$ cat src/rtl/trace_pkg.sv
// Shared definitions for the commit trace buffer: state encoding, flag bits and entry layout.
// Entry layout (LSB first): flags, pc, instruction, ALU result, mem address, store data, [timestamp].
package trace_pkg;

    typedef enum logic [1:0] {
        IDLE   = 2'd0,
        ARMED  = 2'd1,
        POST   = 2'd2,
        FROZEN = 2'd3
    } traceState_e;

    localparam int FLAGS_W        = 4;
    localparam int FLAG_TRIG      = 3;
    localparam int FLAG_REG_WRITE = 2;
    localparam int FLAG_MEM_READ  = 1;
    localparam int FLAG_MEM_WRITE = 0;

    localparam int FIELD_PC    = 0;
    localparam int FIELD_INSTR = 1;
    localparam int FIELD_ALU   = 2;
    localparam int FIELD_ADDR  = 3;
    localparam int FIELD_WDATA = 4;
    localparam int NUM_FIELDS  = 5;

    // Bit offset of an XLEN-wide field; the timestamp sits at index NUM_FIELDS.
    function automatic int fieldLsb(input int field, input int xlen);
        return FLAGS_W + field * xlen;
    endfunction

endpackage

$ cat src/rtl/trace_ram.sv
// Trace storage: DEPTH x WIDTH array with one write port and one registered read port.
// The array itself is not reset; only the read register is.
module trace_ram #(
    parameter int DEPTH = 16,
    parameter int WIDTH = 164
) (
    input  logic                     clk,
    input  logic                     rst,
    input  logic                     wrEn,
    input  logic [$clog2(DEPTH)-1:0] wrAddr,
    input  logic [WIDTH-1:0]         wrData,
    input  logic                     rdEn,
    input  logic [$clog2(DEPTH)-1:0] rdAddr,
    output logic [WIDTH-1:0]         rdData
);

    logic [WIDTH-1:0] mem [DEPTH];

    always_ff @(posedge clk) begin
        if (wrEn) mem[wrAddr] <= wrData;
    end

    always_ff @(posedge clk or negedge rst) begin
        if (!rst)      rdData <= '0;
        else if (rdEn) rdData <= mem[rdAddr];
    end

endmodule

$ cat src/rtl/commit_trace_buffer.sv
// Commit trace recorder: circular capture, PC trigger with post-trigger count, freeze, oldest-first readout.
// Optional per-entry timestamp when TRACE_TIMESTAMP_EN is defined.
module commit_trace_buffer
    import trace_pkg::*;
#(
    parameter int XLEN   = 32,
    parameter int DEPTH  = 16,
    parameter int POST_W = 8,
    parameter int TS_W   = 16
) (
    input  logic                       clk,
    input  logic                       rst,
    input  logic                       cap_valid,
    input  logic [XLEN-1:0]            pc,
    input  logic [XLEN-1:0]            instruction,
    input  logic                       RegWrite,
    input  logic                       MemRead,
    input  logic                       MemWrite,
    input  logic [XLEN-1:0]            ALU_Result,
    input  logic [XLEN-1:0]            MemAddr,
    input  logic [XLEN-1:0]            MemWrite_Data,
    input  logic                       arm,
    input  logic                       stop_on_full,
    input  logic                       trig_en,
    input  logic [XLEN-1:0]            trig_pc,
    input  logic [POST_W-1:0]          post_cnt,
    input  logic                       rd_req,
    output logic                       rd_valid,
    output logic [XLEN-1:0]            rd_pc,
    output logic [XLEN-1:0]            rd_instr,
    output logic [3:0]                 rd_flags,
    output logic [XLEN-1:0]            rd_alu,
    output logic [XLEN-1:0]            rd_addr,
    output logic [XLEN-1:0]            rd_wdata,
    output logic [TS_W-1:0]            rd_ts,
    output logic [1:0]                 state_o,
    output logic [$clog2(DEPTH):0]     count_o,
    output logic                       overflow
);

    localparam int AW       = $clog2(DEPTH);
    localparam int CW       = AW + 1;
    localparam int PcLsb    = fieldLsb(FIELD_PC, XLEN);
    localparam int InstrLsb = fieldLsb(FIELD_INSTR, XLEN);
    localparam int AluLsb   = fieldLsb(FIELD_ALU, XLEN);
    localparam int AddrLsb  = fieldLsb(FIELD_ADDR, XLEN);
    localparam int WdataLsb = fieldLsb(FIELD_WDATA, XLEN);
`ifdef TRACE_TIMESTAMP_EN
    localparam int TsLsb    = fieldLsb(NUM_FIELDS, XLEN);
    localparam int EntryW   = TsLsb + TS_W;
`else
    localparam int EntryW   = fieldLsb(NUM_FIELDS, XLEN);
`endif

    traceState_e       state;
    logic [AW-1:0]     wrPtr;
    logic [CW-1:0]     count;
    logic [POST_W-1:0] postLeft;
    logic              ovf;
    logic              rdValid;

    logic              full;
    logic              trigHit;
    logic              dropFull;
    logic              doWrite;
    logic              rdAccept;
    logic [AW-1:0]     rdIdx;
    logic [EntryW-1:0] wrData;
    logic [EntryW-1:0] rdData;

    assign full     = (count == CW'(DEPTH));
    assign trigHit  = trig_en && (pc == trig_pc);
    assign dropFull = stop_on_full && full;
    assign doWrite  = !arm && cap_valid
                    && (((state == ARMED) && !dropFull) || (state == POST));
    assign rdAccept = !arm && rd_req && (state == FROZEN) && (count != '0);
    // When full, count[AW-1:0] is 0 and the oldest entry sits at wrPtr.
    assign rdIdx    = wrPtr - count[AW-1:0];

`ifdef TRACE_TIMESTAMP_EN
    logic [TS_W-1:0] tsCnt;

    always_ff @(posedge clk or negedge rst) begin
        if (!rst) tsCnt <= '0;
        else      tsCnt <= tsCnt + 1'b1;
    end
`endif

    always_comb begin
        wrData                       = '0;
        wrData[FLAG_TRIG]            = (state == ARMED) && trigHit;
        wrData[FLAG_REG_WRITE]       = RegWrite;
        wrData[FLAG_MEM_READ]        = MemRead;
        wrData[FLAG_MEM_WRITE]       = MemWrite;
        wrData[PcLsb    +: XLEN]     = pc;
        wrData[InstrLsb +: XLEN]     = instruction;
        wrData[AluLsb   +: XLEN]     = ALU_Result;
        wrData[AddrLsb  +: XLEN]     = MemAddr;
        wrData[WdataLsb +: XLEN]     = MemWrite_Data;
`ifdef TRACE_TIMESTAMP_EN
        wrData[TsLsb    +: TS_W]     = tsCnt;
`endif
    end

    trace_ram #(
        .DEPTH (DEPTH),
        .WIDTH (EntryW)
    ) u_ram (
        .clk    (clk),
        .rst    (rst),
        .wrEn   (doWrite),
        .wrAddr (wrPtr),
        .wrData (wrData),
        .rdEn   (rdAccept),
        .rdAddr (rdIdx),
        .rdData (rdData)
    );

    always_ff @(posedge clk or negedge rst) begin
        if (!rst) begin
            state    <= IDLE;
            wrPtr    <= '0;
            count    <= '0;
            postLeft <= '0;
            ovf      <= 1'b0;
            rdValid  <= 1'b0;
        end else if (arm) begin
            state    <= ARMED;
            wrPtr    <= '0;
            count    <= '0;
            postLeft <= '0;
            ovf      <= 1'b0;
            rdValid  <= 1'b0;
        end else begin
            rdValid <= rdAccept;
            if (rdAccept) count <= count - 1'b1;
            if (doWrite) begin
                wrPtr <= wrPtr + 1'b1;
                if (full) ovf   <= 1'b1;
                else      count <= count + 1'b1;
            end
            case (state)
                ARMED: begin
                    if (cap_valid) begin
                        if (dropFull) begin
                            state <= FROZEN;
                        end else if (trigHit) begin
                            if (post_cnt == '0) begin
                                state <= FROZEN;
                            end else begin
                                postLeft <= post_cnt;
                                state    <= POST;
                            end
                        end
                    end
                end
                POST: begin
                    if (cap_valid) begin
                        postLeft <= postLeft - 1'b1;
                        if (postLeft == POST_W'(1)) state <= FROZEN;
                    end
                end
                default: ;
            endcase
        end
    end

    assign rd_valid = rdValid;
    assign rd_flags = rdData[FLAGS_W-1:0];
    assign rd_pc    = rdData[PcLsb    +: XLEN];
    assign rd_instr = rdData[InstrLsb +: XLEN];
    assign rd_alu   = rdData[AluLsb   +: XLEN];
    assign rd_addr  = rdData[AddrLsb  +: XLEN];
    assign rd_wdata = rdData[WdataLsb +: XLEN];
`ifdef TRACE_TIMESTAMP_EN
    assign rd_ts    = rdData[TsLsb +: TS_W];
`else
    assign rd_ts    = '0;
`endif
    assign state_o  = state;
    assign count_o  = count;
    assign overflow = ovf;

endmodule

$ cat config.mk
export PLATFORM = sky130hd
export DESIGN_NAME = commit_trace_buffer
export DESIGN_NICKNAME = d
export VERILOG_FILES = /design/src/rtl/trace_pkg.sv /design/src/rtl/trace_ram.sv /design/src/rtl/commit_trace_buffer.sv
export SDC_FILE = /design/constraint.sdc
export NUM_CORES = 2
export LEC_CHECK = 0
export BUFFER_PORTS_ARGS = -buffer_cell sky130_fd_sc_hd__buf_2
export CAP_MARGIN = 10
export CORE_MARGIN = 3
export CORE_UTILIZATION = 61
export DETAILED_ROUTE_END_ITERATION = 16
export PLACE_DENSITY = 0.84
export SLEW_MARGIN = 20
export SYNTH_ARGS = -nofsm -noshare
export SYNTH_HDL_FRONTEND = slang
export SYNTH_SLANG_ARGS = --single-unit
$ cat constraint.sdc
create_clock -name clk -period 14.67 [get_ports clk]
set_input_delay 1.467 -clock clk [delete_from_list [all_inputs] [get_ports clk]]
set_output_delay 1.467 -clock clk [all_outputs]
set_load 0.01 [all_outputs]
==> flow_summary.toml <==
[hold_path]
hp-class = "flop to flop"

[setup_path]
worstSetupStartpointType = "flop"
cp_max_fo = 74
cp-end-kind = "flop"
crit_required_ps = 15420
worstSetupPathType = "flop to flop"
worstPathArrival_ps = 6450

[run_status]
status = "finished, final reports clean"

[routing]
wl_um = 270000
drc = 0
initialDrtViolationCount = 7124
num_vias = 55928
dr.pass1.iters = 5
viasPerCell = 6.85
wl_per_cell_um = 33.0
ant_nets = 0

[clock_tree]
cts_sinks = 2809
cts_setup_buffers = 0
insertion_delay_ps = 920
numCtsBuffers = 287
cts_root_buf = "clkbuf_16"
clockBufferDepth = 4
cts_tree = "done"
h-tree-depth = 5
holdBufCountCts = 0
clkSlewWorstSetupHoldPaths_ps = 60
ctsResizeCount = 0

[cells_and_area]
area_growth_pct = 12.7
layout_common_cells = "2,624 x edfxtp_1, 656 x mux4_2, 509 x nand2_1, 381 x buf_2, 293 x clkbuf_16"
drive_above_1_share = 0.266
layout_commonest_cell = "edfxtp_1"
fin_nets = 5819
multiInputGateArea_mm2 = 0.0228
fin_util = 0.694
fill_cells = 9883
finalInstanceArea_mm2 = 0.121
seq_area_mm2 = 0.0834

[logic_synthesis]
yosys_register_bits = 2809
syn_avg_cell_area_um2 = 20.9
synth_warnings = 0
async_reset_ff_frac = 0.0659
synth_ff_type = "edfxtp_1"
netlist_area_mm2 = 0.107
synth_top_area_frac = 0.733
synth_edf_count = 2624
seq_area_frac_synth = 0.776
synth_top_area_cell = "edfxtp_1"
synth_area_leaders = "edfxtp_1 73%, mux4_2 14%, dfrtp_1 4.3%"
synth.distinct_cells = 58
netlist_instances = 5146

[floorplan]
die_w_um = 426
start_util = 0.616
die_y_um = 426
fp.dieArea_mm2 = 0.181
std_cell_rows = 153
core_mm2 = 0.174
pin_count = 399

[sta]
fin_crit_ps = 5700
slew_headroom = 0.143
tightest_slew_ps = 1290
fin_tns_setup_ps = 0
fin_crit_sh = 0.389
hold_viol_final = 0
clock-skew-final_ps = 44.1
grt_setup_unrepaired = "false"
slew_viol_final = 0
timing.fmax_mhz = 175
setup_viol = 0

[global_routing]
grt_pass1_vias = 58935
grt_use_total = 0.302
antenna_found_initial = 45
grt_overflow = 0
grt_start_max_net_pins = 162
grt_pass1_wl_um = 395000

[placement]
io_buffers = 382
placed_area_mm2 = 0.112
dpl.hpwl_um = 126000
gp_congestion = 0.822

[pwr]
total_power_w = 0.0179
powerDensity_mw_per_mm2 = 148
ir_worst_vdd_mv = 0.115
p_leak_nw = 40.9

[flow_run]
maxCapViolCount = 0
## area by class of cell
cell class / count / area share
Antenna cell: 37 / 0.000765
Clock buffer: 389 / 0.0658
Clock inverter: 111 / 0.00863
Inverter: 12 / 0.000372
Multi-Input combinational cell: 2024 / 0.188
Sequential cell: 2809 / 0.689
Tap cell: 2325 / 0.0240
Timing Repair Buffer: 463 / 0.0230
## logic make-up after synthesis
group,Yosys count,share of synthesized area
AO/OA/AOI/OAI,374,0.0261
adder cells (fa/ha/maj),12,0.00147
other,1,0.0000349
multiplexers,661,0.138
buffers and inverters,328,0.0131
AND/OR/NAND/NOR,920,0.0416
XOR/XNOR,41,0.00334
flip-flops,2809,0.776
## worst max-delay path: stages, from the launching register on
cell and delay, ps:
dfrtp_1 430, inv_1 130, ha_4 180, fa_4 490, xnor2_2 580, buf_4 1010, buf_4 900, buf_4 970
nand2_1 130, and3_1 230, o31ai_1 380
## final timing paths
kind                                          end  depth (start not counted)         startpoint  slack (ps)
worst min register to register  u_ram.rdData[150]                          2  u_ram.rdData[150]         470
min in group asynchronous         u_ram.rdData[0]                          1                rst         570
worst min-delay path            u_ram.rdData[150]                          2  u_ram.rdData[150]         470
max in group asynchronous        u_ram.rdData[73]                          3                rst       11920
worst max register to register  u_ram.rdData[120]                         10           wrPtr[0]        8970
worst max-delay path            u_ram.rdData[120]                         10           wrPtr[0]        8970
## sequential cells by signal (all words and copies together), names as in the netlist
register / flops
rd_valid: 1
u_ram.mem: 2624
u_ram.rdData: 164
state_o: 2
wrPtr: 4
postLeft: 8
overflow: 1
count_o: 5
## power by group
part | internal, W | total, W | switching, W
Combinational | 0.000873 | 0.00198 | 0.00111
Clock | 0.00413 | 0.00706 | 0.00292
Sequential | 0.00883 | 0.00887 | 0.0000373
## Yosys cell counts, types with 4 or more instances
cell type,instances
o21ai_0,8
nand2_1,509
nand3_1,10
buf_1,29
and3_1,177
xor2_1,32
o31ai_1,166
dfrtp_1,185
and2_1,164
mux4_2,656
nor4_1,9
ha_1,11
buf_2,87
xnor2_1,9
or3_1,4
clkbuf_1,182
a21oi_1,7
a211oi_1,165
nand2b_1,7
inv_1,11
edfxtp_1,2624
nor2_1,17
buf_4,17
o21ai_1,5
nor3_1,4
mux2i_1,5
## through the flow
stage / setup WS, ps / hold WS, ps / instances
3_5_place_dp: 8730 / 462 / 7632
2_1_floorplan: 718 / 517 / 5161
6_report: 8970 / 474 / 8170
5_1_grt: 8920 / 494 / 8156
3_3_place_gp: 8770 / 459 / 7631
4_1_cts: 9070 / 478 / 8132
## metal layers
layer	wire length, µm	track usage	part of all wire	up-vias
li1	-	-	-	21991
met1	92700	0.388	0.34	29347
met2	138000	0.495	0.51	3810
met3	24900	0.0584	0.092	766
met4	14600	0.163	0.054	14
met5	91	0	0.00034	-
No activity file was read; power rests on OpenSTA's default activity.
